$ cat config.mk
export PLATFORM = sky130hd
export DESIGN_NAME = lcd_serial_tx_flat
export DESIGN_NICKNAME = d
export VERILOG_FILES = /design/src/rtl/lcd_pkg.sv /design/src/rtl/lcd_serial_tx_if.sv /design/src/rtl/lcd_tx_fifo.sv /design/src/rtl/lcd_serial_tx.sv /design/src/flat_wrapper.sv
export SDC_FILE = /design/constraint.sdc
export NUM_CORES = 1
export LEC_CHECK = 0
export ABC_AREA = 1
export ABC_CLOCK_PERIOD_IN_PS = 3500
export BUFFER_PORTS_ARGS = -buffer_cell sky130_fd_sc_hd__buf_2
export CAP_MARGIN = 10
export CORE_UTILIZATION = 55
export DETAILED_ROUTE_END_ITERATION = 6
export PLACE_DENSITY = 0.83
export SLEW_MARGIN = 5
export SYNTH_ARGS = -nofsm -noshare
export SYNTH_HDL_FRONTEND = slang
export SYNTH_SLANG_ARGS = --single-unit
$ cat constraint.sdc
create_clock -name SYSCLK -period 3.5 [get_ports SYSCLK]
set_clock_uncertainty 0.2 [all_clocks]
set_input_delay 0.35 -clock SYSCLK [delete_from_list [all_inputs] [get_ports SYSCLK]]
set_output_delay 0.35 -clock SYSCLK [all_outputs]
set_load 0.01 [all_outputs]
$ cat src/rtl/lcd_pkg.sv
// Shared types and constants for the serial-LCD transmit path.
package lcd_pkg;

    typedef enum logic [2:0] {
        ST_IDLE,
        ST_START,
        ST_DATA,
        ST_PARITY,
        ST_STOP,
        ST_GAP
    } tx_state_e;

    localparam logic [7:0] LCD_CMD_PREFIX = 8'hFE;
    // 10 MHz system clock divided down to 9600 baud.
    localparam int LCD_BAUD_DIV = 1042;

    // Counter width able to hold 0..n-1; never narrower than one bit.
    function automatic int cnt_width(input int n);
        return (n > 1) ? $clog2(n) : 1;
    endfunction

endpackage

$ cat src/rtl/lcd_serial_tx_if.sv
// Write-side valid/ready handshake into the LCD serial transmitter.
interface lcd_serial_tx_if #(
    parameter int DATA_W = 8
);
    logic [DATA_W-1:0] WR_DATA;
    logic              WR_VALID;
    logic              WR_READY;

    modport master (output WR_DATA, output WR_VALID, input WR_READY);
    modport slave  (input WR_DATA, input WR_VALID, output WR_READY);
endinterface

$ cat src/rtl/lcd_tx_fifo.sv
// Synchronous FIFO feeding the serialiser; occupancy is kept as a registered count.
module lcd_tx_fifo
    import lcd_pkg::*;
#(
    parameter int DATA_W = 8,
    parameter int DEPTH  = 16,
    localparam int PTR_W = cnt_width(DEPTH),
    localparam int LVL_W = $clog2(DEPTH + 1)
) (
    input  logic              clk,
    input  logic              rst,
    input  logic              push,
    input  logic [DATA_W-1:0] push_data,
    input  logic              pop,
    output logic [DATA_W-1:0] pop_data,
    output logic              full,
    output logic              empty,
    output logic [LVL_W-1:0]  level
);

    logic [DATA_W-1:0] mem [DEPTH];
    logic [PTR_W-1:0]  wptr;
    logic [PTR_W-1:0]  rptr;
    logic              do_push;
    logic              do_pop;

    // Full is taken from the registered count, so a pop on the same edge
    // never opens room for a write.
    assign full     = (level == LVL_W'(DEPTH));
    assign empty    = (level == '0);
    assign do_push  = push && !full;
    assign do_pop   = pop && !empty;
    assign pop_data = mem[rptr];

    always_ff @(posedge clk) begin
        if (rst) begin
            wptr  <= '0;
            rptr  <= '0;
            level <= '0;
        end else begin
            if (do_push) wptr <= wptr + PTR_W'(1);
            if (do_pop)  rptr <= rptr + PTR_W'(1);
            case ({do_push, do_pop})
                2'b10:   level <= level + LVL_W'(1);
                2'b01:   level <= level - LVL_W'(1);
                default: level <= level;
            endcase
        end
    end

    always_ff @(posedge clk) begin
        if (do_push) mem[wptr] <= push_data;
    end

endmodule

$ cat src/rtl/lcd_serial_tx.sv
// Buffered LSB-first serial transmitter toward the LCD, with an idle gap after command bytes.
// Define LCD_SERIAL_TX_PARITY_EN to add an even-parity bit after the data bits.
module lcd_serial_tx
    import lcd_pkg::*;
#(
    parameter int              DATA_W     = 8,
    parameter int              DEPTH      = 16,
    parameter int              BAUD_DIV   = LCD_BAUD_DIV,
    parameter int              STOP_BITS  = 1,
    parameter logic [DATA_W-1:0] CMD_PREFIX = DATA_W'(LCD_CMD_PREFIX),
    parameter int              GAP_BITS   = 10,
    localparam int             LVL_W      = $clog2(DEPTH + 1)
) (
    input  logic             SYSCLK,
    input  logic             SYSRESET,
    lcd_serial_tx_if.slave   wr,
    output logic             TXD,
    output logic             BUSY,
    output logic [LVL_W-1:0] LEVEL
);

    localparam int CNT_W   = cnt_width(BAUD_DIV);
    localparam int IDX_MAX = (DATA_W > GAP_BITS)
                           ? ((DATA_W > STOP_BITS) ? DATA_W : STOP_BITS)
                           : ((GAP_BITS > STOP_BITS) ? GAP_BITS : STOP_BITS);
    localparam int IDX_W   = cnt_width(IDX_MAX);

    tx_state_e         state, state_n;
    logic [CNT_W-1:0]  cnt, cnt_n;
    logic [IDX_W-1:0]  idx, idx_n;
    logic [DATA_W-1:0] shift, shift_n;
    logic              cmd_next, cmd_n;
    logic              cur_cmd, cur_cmd_n;
    logic              cur_pfx, cur_pfx_n;
    logic              txd_n;
    logic              bit_end;
    logic              next_char;
    logic              fifo_pop;
    logic              fifo_full;
    logic              fifo_empty;
    logic [DATA_W-1:0] fifo_data;
`ifdef LCD_SERIAL_TX_PARITY_EN
    logic              par, par_n;
`endif

    lcd_tx_fifo #(
        .DATA_W (DATA_W),
        .DEPTH  (DEPTH)
    ) u_fifo (
        .clk       (SYSCLK),
        .rst       (SYSRESET),
        .push      (wr.WR_VALID),
        .push_data (wr.WR_DATA),
        .pop       (fifo_pop),
        .pop_data  (fifo_data),
        .full      (fifo_full),
        .empty     (fifo_empty),
        .level     (LEVEL)
    );

    assign wr.WR_READY = !fifo_full;
    assign BUSY        = (state != ST_IDLE) || !fifo_empty;
    assign bit_end     = (cnt == CNT_W'(BAUD_DIV - 1));

    always_comb begin
        state_n   = state;
        cnt_n     = cnt + CNT_W'(1);
        idx_n     = idx;
        shift_n   = shift;
        cmd_n     = cmd_next;
        cur_cmd_n = cur_cmd;
        cur_pfx_n = cur_pfx;
        next_char = 1'b0;
        fifo_pop  = 1'b0;
`ifdef LCD_SERIAL_TX_PARITY_EN
        par_n     = par;
`endif
        unique case (state)
            ST_IDLE: begin
                cnt_n     = '0;
                next_char = 1'b1;
            end
            ST_START: begin
                if (bit_end) begin
                    state_n = ST_DATA;
                    cnt_n   = '0;
                    idx_n   = '0;
                end
            end
            ST_DATA: begin
                if (bit_end) begin
                    cnt_n   = '0;
                    shift_n = shift >> 1;
                    if (idx == IDX_W'(DATA_W - 1)) begin
                        idx_n = '0;
`ifdef LCD_SERIAL_TX_PARITY_EN
                        state_n = ST_PARITY;
`else
                        state_n = ST_STOP;
`endif
                    end else begin
                        idx_n = idx + IDX_W'(1);
                    end
                end
            end
`ifdef LCD_SERIAL_TX_PARITY_EN
            ST_PARITY: begin
                if (bit_end) begin
                    state_n = ST_STOP;
                    cnt_n   = '0;
                    idx_n   = '0;
                end
            end
`endif
            ST_STOP: begin
                if (bit_end) begin
                    cnt_n = '0;
                    if (idx == IDX_W'(STOP_BITS - 1)) begin
                        idx_n = '0;
                        // A command byte consumes the flag; a prefix only arms it when it was not itself the command.
                        cmd_n = cur_cmd ? 1'b0 : cur_pfx;
                        if (cur_cmd && (GAP_BITS > 0)) state_n = ST_GAP;
                        else                           next_char = 1'b1;
                    end else begin
                        idx_n = idx + IDX_W'(1);
                    end
                end
            end
            ST_GAP: begin
                if (bit_end) begin
                    cnt_n = '0;
                    if (idx == IDX_W'(GAP_BITS - 1)) next_char = 1'b1;
                    else                             idx_n = idx + IDX_W'(1);
                end
            end
            default: begin
                state_n = ST_IDLE;
                cnt_n   = '0;
            end
        endcase

        // Chain straight into the next START when more data is waiting.
        if (next_char) begin
            state_n = ST_IDLE;
            idx_n   = '0;
            if (!fifo_empty) begin
                fifo_pop  = 1'b1;
                state_n   = ST_START;
                cnt_n     = '0;
                shift_n   = fifo_data;
                cur_pfx_n = (fifo_data == CMD_PREFIX);
                cur_cmd_n = cmd_n;
`ifdef LCD_SERIAL_TX_PARITY_EN
                par_n     = ^fifo_data;
`endif
            end
        end
    end

    // Line level is derived from the next state so TXD is a plain register.
    always_comb begin
        txd_n = 1'b1;
        case (state_n)
            ST_START:  txd_n = 1'b0;
            ST_DATA:   txd_n = shift_n[0];
`ifdef LCD_SERIAL_TX_PARITY_EN
            ST_PARITY: txd_n = par_n;
`endif
            default:   txd_n = 1'b1;
        endcase
    end

    always_ff @(posedge SYSCLK) begin
        if (SYSRESET) begin
            state    <= ST_IDLE;
            cnt      <= '0;
            idx      <= '0;
            cmd_next <= 1'b0;
            cur_cmd  <= 1'b0;
            cur_pfx  <= 1'b0;
            TXD      <= 1'b1;
        end else begin
            state    <= state_n;
            cnt      <= cnt_n;
            idx      <= idx_n;
            cmd_next <= cmd_n;
            cur_cmd  <= cur_cmd_n;
            cur_pfx  <= cur_pfx_n;
            TXD      <= txd_n;
        end
    end

    always_ff @(posedge SYSCLK) begin
        shift <= shift_n;
    end

`ifdef LCD_SERIAL_TX_PARITY_EN
    always_ff @(posedge SYSCLK) begin
        if (SYSRESET) par <= 1'b0;
        else          par <= par_n;
    end
`endif

endmodule

$ cat src/flat_wrapper.sv
// flat-port wrapper written by rule: the top's interface ports become plain ports
module lcd_serial_tx_flat import lcd_pkg::*;
#(
    parameter int              DATA_W     = 8,
    parameter int              DEPTH      = 16,
    parameter int              BAUD_DIV   = LCD_BAUD_DIV,
    parameter int              STOP_BITS  = 1,
    parameter logic [DATA_W-1:0] CMD_PREFIX = DATA_W'(LCD_CMD_PREFIX),
    parameter int              GAP_BITS   = 10,
    localparam int             LVL_W      = $clog2(DEPTH + 1)
)
  (SYSCLK, SYSRESET, TXD, BUSY, LEVEL, wr_WR_DATA, wr_WR_VALID, wr_WR_READY);
  lcd_serial_tx_if #(.DATA_W(DATA_W)) wr_i ();
  input  logic SYSCLK;
  input  logic SYSRESET;
  output logic TXD;
  output logic BUSY;
  output logic [LVL_W-1:0] LEVEL;
  input wire logic [$bits(wr_i.WR_DATA)-1:0] wr_WR_DATA;
  input wire logic [$bits(wr_i.WR_VALID)-1:0] wr_WR_VALID;
  output wire logic [$bits(wr_i.WR_READY)-1:0] wr_WR_READY;
  assign wr_i.WR_DATA = wr_WR_DATA;
  assign wr_i.WR_VALID = wr_WR_VALID;
  assign wr_WR_READY = wr_i.WR_READY;
  lcd_serial_tx #(.DATA_W(DATA_W), .DEPTH(DEPTH), .BAUD_DIV(BAUD_DIV), .STOP_BITS(STOP_BITS), .CMD_PREFIX(CMD_PREFIX), .GAP_BITS(GAP_BITS)) u_core (.SYSCLK(SYSCLK), .SYSRESET(SYSRESET), .wr(wr_i), .TXD(TXD), .BUSY(BUSY), .LEVEL(LEVEL));
endmodule
==> summary.txt, run 1 <==
Status
  – Status: finished clean

Floorplan
  – # rows: 42
  – Die width: 119 um
  – Die height: 119 um
  – Die area: 0.0141 mm^2
  – Boundary pin count: 19
  – Core Region: 0.0133 mm^2
  – Initial core utilization: 0.565

CTS
  – Root Driver: clkbuf_16
  – Post CTS Setup Buffer Count: 0
  – Worst-skew pair later-pin latency: 0.43 ns
  – Post-CTS Hold Buffers: 0
  – Clock transition at the registers of the reported paths: 0.06 ns
  – CTS tree: built
  – Clock buffer depth: 2
  – Clock buffer count from CTS: 17
  – CTS resizes: 0
  – Clock H-tree levels: 4
  – # clock sinks: 175

Synth
  – EDFF count, synth: 128
  – Library cells used by synthesis: 38
  – Yosys reg bits: 175
  – Avg Cell Area, Syn: 10.2 um^2
  – Async SR Flop Fraction: 0
  – Synthesized instance count: 735
  – Synth warnings: 0
  – Top cells by area, synth: edfxtp_1 51%, dfxtp_1 13%, nor2_1 8.0%
  – Mapped Area: 0.00752 mm^2
  – Leading register cell type out of synthesis: edfxtp_1
  – Sequential element share of the synthesized area: 0.636
  – Top post-synthesis cells by count: 161 x nor2_1, 128 x edfxtp_1, 87 x o21ai_0, 78 x nand2_1, 54 x inv_1
  – Yosys top cell area share: 0.511
  – Net Count, Synth: 758
  – Largest area contributor in the netlist: edfxtp_1
  – Most numerous cell in the Yosys netlist: nor2_1

GRT
  – GRT Residual Overflow: 0
  – Antenna violations before repair: 0
  – First-pass GRT wire length: 26000 um
  – Largest net degree at the start of global routing: 65
  – Number of global-route vias before repair: 5145
  – Total Routing Usage GR: 0.244

Drt
  – DRC Markers: 0
  – Post-route ant nets: 0
  – WL final: 16500 um
  – Routed length per placed instance: 17.6 um
  – Average vias per placed instance: 5.74
  – Via count: 5358
  – Drt first pass iters: 5
  – DR iter-0 viols: 571

Pwr
  – Pint: 3.89 mW
  – Clk pwr share: 0.304
  – Peak supply drop: 0.000480 V
  – Leakage Power: 2.97 nW
  – Logic pwr share: 0.277
  – Sw Ratio: 0.346
  – Seq pwr share: 0.419
  – Cell Pwr Density: 721 mW/mm^2
  – Total Power: 5.95 mW
  – P_sw: 2.06 mW

Place
  – Routability congestion estimate: 0.893
  – DP Wirelength: 10100 um
  – I/O Buffers: 18

Final layout
  – Antenna Cells: 0
  – Fillcell total: 981
  – Area growth syn-to-layout: 9.70%
  – Sequential cell area: 0.00479 mm^2
  – Area of the multi-input gates: 0.00234 mm^2
  – Share of post-route cells with drive strength above 1: 0.0937
  – Final #Nets: 768

STA
  – Period utilization: 0.881
  – Min Tclk post-route: 3.08 ns
  – Max Freq: 324 MHz
  – Final Hold Fails: 0
  – Final setup TNS: 0 ns
  – Worst slew pin tran: 0.827 ns
  – Rel. slew slack: 0.447
  – Setup violations, final: 0
  – Slew Viols, Final: 0
  – RSZ-0062 raised after global routing: no

Critical path
  – Max FO, Critical Path: 22
  – CP Capture Type: flop
  – Arrival @ worst endpoint: 3.22 ns
  – Crit Path Class: flop to flop
  – Critical Path RT: 3.63 ns
  – Crit start category: flop

Job
  – MaxCap Viol Count: 0

Hold path
  – Min-Delay Path Class: primary input to flop
[power by group through the flow]
stage                     registers (mW)  clock network (mW)  logic [mW]
after global placement              2.52                   0        1.52
after CTS                           2.49                1.81        1.63
after floorplan                     2.51                   0        1.25
after detailed placement            2.53                   0        1.60
final                               2.49                1.80        1.65
after global routing                2.51                1.90        1.83
[kinds of logic after synthesis]
logic type,synth area share
and+or+nand+nor,0.167
adders and majority gates,0.0200
xor gates and xnor gates,0.0116
muxes,0.00183
AOI/OAI and AO/OA,0.112
buffers and inverters,0.0518
DFF,0.636
[final cells by class]
class | instances | area share
sequential | 175 | 0.580
multi-input combinational | 472 | 0.284
clock buffer | 18 | 0.0520
inverter | 58 | 0.0270
tap | 176 | 0.0267
clock inverter | 14 | 0.0159
timing repair buffer | 21 | 0.0137
[worst paths after layout]
path,depth (start not counted),endpoint,slack [ns],startpoint
worst max register to register,20,u_core.u_fifo.level[3],0.42,u_core.idx[0]
worst min-delay path,2,u_core.cmd_next,0.05,SYSRESET
worst min register to register,1,u_core.cnt[0],0.28,u_core.cnt[0]
worst max-delay path,20,u_core.u_fifo.level[3],0.42,u_core.idx[0]
[stage by stage]
| stage | cells | area [um^2] | utilization | worst slack, ns | hold slack (ns) |
|---|---|---|---|---|---|
| after detailed placement | 902 | 7690 | 0.578 | 0.522 | 0.268 |
| after CTS | 934 | 8250 | 0.620 | 0.437 | 0.0501 |
| final | 934 | 8250 | 0.620 | 0.417 | 0.0521 |
| after global placement | 902 | 7690 | 0.578 | 0.687 | 0.246 |
| after global routing | 934 | 8250 | 0.620 | 0.164 | 0.0645 |
| after floorplan | 735 | 7520 | - | 0.907 | 0.233 |
[worst max-delay path, stage by stage (launching register included)]
cell and delay, ns:
dfxtp_1 0.36, inv_1 0.07, ha_1 0.13, nand3_1 0.14
nor2_1 0.21, nand2_1 0.08, nand2_1 0.08, nand2_2 0.07
nand2_4 0.09, nand2_4 0.15, inv_1 0.20, ha_1 0.33
nor2_1 0.10, nor2_1 0.23, nand3_1 0.15, nand2_1 0.09
inv_1 0.05, nand3b_1 0.08, nand3_1 0.07, nand2_1 0.06
inv_1 0.03
[state kept, by name (all words and copies together), names as in the netlist, named ones only]
name / cells
u_core.cur_cmd: 1
u_core.shift: 8
u_core.TXD: 1
u_core.cmd_next: 1
u_core.u_fifo.rptr: 4
u_core.u_fifo.level: 5
u_core.cur_pfx: 1
u_core.idx: 4
u_core.state: 3
u_core.u_fifo.mem: 128
u_core.u_fifo.wptr: 4
u_core.cnt: 11
[placed cells by master, fill, tap and decap left out, types with 2 or more instances in the layout]
| cell | instances |
|---|---|
| xnor2_1 | 3 |
| nand2_4 | 2 |
| clkinvlp_4 | 3 |
| o211ai_1 | 29 |
| a21oi_1 | 17 |
| a211oi_1 | 3 |
| xor2_1 | 7 |
| buf_4 | 3 |
| o21a_1 | 2 |
| and3_1 | 2 |
| buf_2 | 18 |
| inv_2 | 3 |
| a31oi_1 | 5 |
| o21ai_1 | 3 |
| dfxtp_1 | 45 |
| ha_1 | 12 |
| clkinv_2 | 3 |
| inv_1 | 54 |
| dfxtp_2 | 2 |
| o21ai_0 | 87 |
| edfxtp_1 | 128 |
| nand4_1 | 6 |
| clkbuf_16 | 17 |
| nor3_1 | 8 |
| inv_6 | 6 |
| nor2_2 | 4 |
| nand3_1 | 33 |
| nor2_1 | 161 |
| nand2_1 | 78 |
[metal layers]
| metal | vias to the layer above | global-route usage | part of all wire |
|---|---|---|---|
| li1 | 2543 | - | - |
| met1 | 2514 | 0.328 | 0.41 |
| met2 | 253 | 0.380 | 0.48 |
| met3 | 48 | 0.0508 | 0.079 |
| met4 | 0 | 0.115 | 0.031 |
| met5 | - | 0 | 0 |
Note: power is estimated with default switching activity, not from simulation.
==> inputs of run 2 (changes only) <==
--- a/config.mk
+++ b/config.mk
@@ -9,9 +9,9 @@
 export ABC_CLOCK_PERIOD_IN_PS = 3500
 export BUFFER_PORTS_ARGS = -buffer_cell sky130_fd_sc_hd__buf_2
 export CAP_MARGIN = 10
-export CORE_UTILIZATION = 55
+export CORE_UTILIZATION = 25
 export DETAILED_ROUTE_END_ITERATION = 6
-export PLACE_DENSITY = 0.83
+export PLACE_DENSITY = 0.5
 export SLEW_MARGIN = 5
 export SYNTH_ARGS = -nofsm -noshare
 export SYNTH_HDL_FRONTEND = slang
==> run 2 against run 1 <==
Compared with the run above: core utilization decreased by 33 points; global-route usage decreased by 13 points; setup slack improved by 0.12 ns; largest power group unchanged; final cell count increased by 24%; die area increased by 120%; the run now ends with DRC left; via count decreased by 5.8%; sequential power about the same; largest cell class unchanged; non-clock buffer count increased by 14; highest routed layer unchanged.
==> summary.txt, run 2 (same netlist as run 1, synthesis figures left out) <==
CTS
  – Post CTS Setup Buffer Count: 0
  – Post-CTS Hold Buffers: 0
  – # clock sinks: 175
  – CTS tree: built
  – CTS resizes: 0
  – Clock H-tree levels: 4
  – Clock transition at the registers of the reported paths: 0.07 ns
  – Worst-skew pair later-pin latency: 0.43 ns
  – Clock buffer count from CTS: 17
  – Clock buffer depth: 2
  – Root Driver: clkbuf_16

Critical path
  – Max FO, Critical Path: 22
  – Arrival @ worst endpoint: 3.09 ns
  – Crit start category: flop
  – Worst setup startpoint: u_core.idx[0]
  – CP Capture Type: flop
  – Critical Path RT: 3.62 ns
  – Start of the worst register-to-register path: u_core.idx[0]
  – Crit Path Class: flop to flop

GRT
  – GRT Residual Overflow: 0
  – First-pass GRT wire length: 27800 um
  – Largest net degree at the start of global routing: 65
  – Antenna violations before repair: 0
  – Total Routing Usage GR: 0.119
  – Number of global-route vias before repair: 4876

Final layout
  – Final #Nets: 782
  – Max reg flops: 128
  – Biggest register: u_core.u_fifo.mem
  – Sequential cell area: 0.00479 mm^2
  – Top Registers: u_core.u_fifo.mem x128, u_core.cnt x11, u_core.shift x8
  – Share of post-route cells with drive strength above 1: 0.111
  – Commonest non-fill, non-tap cell in the layout: nor2_1
  – Antenna Cells: 0
  – Fillcell total: 3098
  – Area growth syn-to-layout: 15.4%
  – Most frequent cells in the layout: 161 x nor2_1, 128 x edfxtp_1, 87 x o21ai_0
  – Area of the multi-input gates: 0.00234 mm^2

Drt
  – WL final: 17300 um
  – Average vias per placed instance: 4.34
  – Via count: 5045
  – DRC Markers: 2
  – Drt first pass iters: 7
  – DR iter-0 viols: 462
  – Routed length per placed instance: 14.9 um
  – Post-route ant nets: 0

Floorplan
  – Core Region: 0.0296 mm^2
  – Die height: 175 um
  – # rows: 63
  – Die area: 0.0308 mm^2
  – Boundary pin count: 19
  – Initial core utilization: 0.254
  – Die width: 175 um

STA
  – Rel. slew slack: 0.480
  – Setup violations, final: 0
  – Period utilization: 0.847
  – Final Hold Fails: 0
  – Max Freq: 337 MHz
  – Min Tclk post-route: 2.96 ns
  – Final setup TNS: 0 ns
  – Worst slew pin tran: 0.776 ns
  – RSZ-0062 raised after global routing: no
  – Slew Viols, Final: 0

Pwr
  – Cell Pwr Density: 706 mW/mm^2
  – Seq pwr share: 0.406
  – Total Power: 6.12 mW
  – Peak supply drop: 0.000352 V
  – Pint: 4.00 mW
  – Sw Ratio: 0.347
  – Leakage Power: 3.06 nW
  – P_sw: 2.13 mW
  – Logic pwr share: 0.276
  – Clk pwr share: 0.318

Job
  – MaxCap Viol Count: 0

Status
  – Failing checks: DRC
  – Status: finished with violations

Place
  – Routability congestion estimate: 0.778
  – DP Wirelength: 10800 um
  – I/O Buffers: 18

Hold path
  – Hold Path Origin: SYSRESET
  – Min-Delay Path Class: primary input to flop
run 2: per-layer routing:
| layer | routed length, um | vias to the layer above | track usage |
|---|---|---|---|
| met4 | 237 | 0 | 0.0420 |
| met2 | 7890 | 85 | 0.185 |
| met5 | 0 | - | 0 |
| li1 | - | 2576 | - |
| met1 | 8570 | 2370 | 0.165 |
| met3 | 600 | 14 | 0.0212 |
run 2: layout make-up:
cell class / instances / area share
multi-input combinational: 472 / 0.270
tap: 390 / 0.0562
timing repair buffer: 35 / 0.0265
clock inverter: 15 / 0.0205
inverter: 58 / 0.0257
clock buffer: 17 / 0.0490
sequential: 175 / 0.552
run 2: path summary, 6_finish.rpt:
path	end	slack [ns]	depth (start not counted)
max	u_core.u_fifo.level[2]	0.54	18
min	u_core.cmd_next	0.05	2
max reg2reg	u_core.u_fifo.level[2]	0.54	18
min reg2reg	u_core.cnt[0]	0.28	1
run 2: metrics by stage:
step           hold slack (ns)  instance area [um^2]  setup slack [ns]  instances  utilization
3_5_place_dp             0.260                  8070             0.547       1130        0.272
2_1_floorplan            0.233                  7520             0.907        735            -
6_report                0.0546                  8680             0.536       1162        0.293
5_1_grt                 0.0528                  8680             0.207       1162        0.293
4_1_cts                 0.0430                  8680             0.522       1162        0.293
3_3_place_gp             0.250                  8070             0.590       1130        0.272
run 2: power by group through the flow:
| stage | clock [mW] | sequential, mW | combinational (mW) |
|---|---|---|---|
| after global placement | 0 | 2.54 | 1.71 |
| after global routing | 2.07 | 2.51 | 1.93 |
| after detailed placement | 0 | 2.53 | 1.71 |
| after floorplan | 0 | 2.51 | 1.25 |
| after CTS | 1.99 | 2.49 | 1.72 |
| final | 1.95 | 2.49 | 1.69 |
run 2: worst max-delay path, stage by stage (launching register included):
cell and delay, ns:
dfxtp_1 0.43, inv_1 0.07, ha_1 0.19, nand3_1 0.13, nor2_1 0.07, nand2_1 0.05
nand2_1 0.06, nand2_2 0.08, nand2_4 0.07, nand2_4 0.20, inv_1 0.16, ha_1 0.29
xor2_1 0.18, ha_1 0.19, inv_1 0.05, nand2_1 0.08, xor2_1 0.15, o21ai_0 0.14
inv_1 0.05
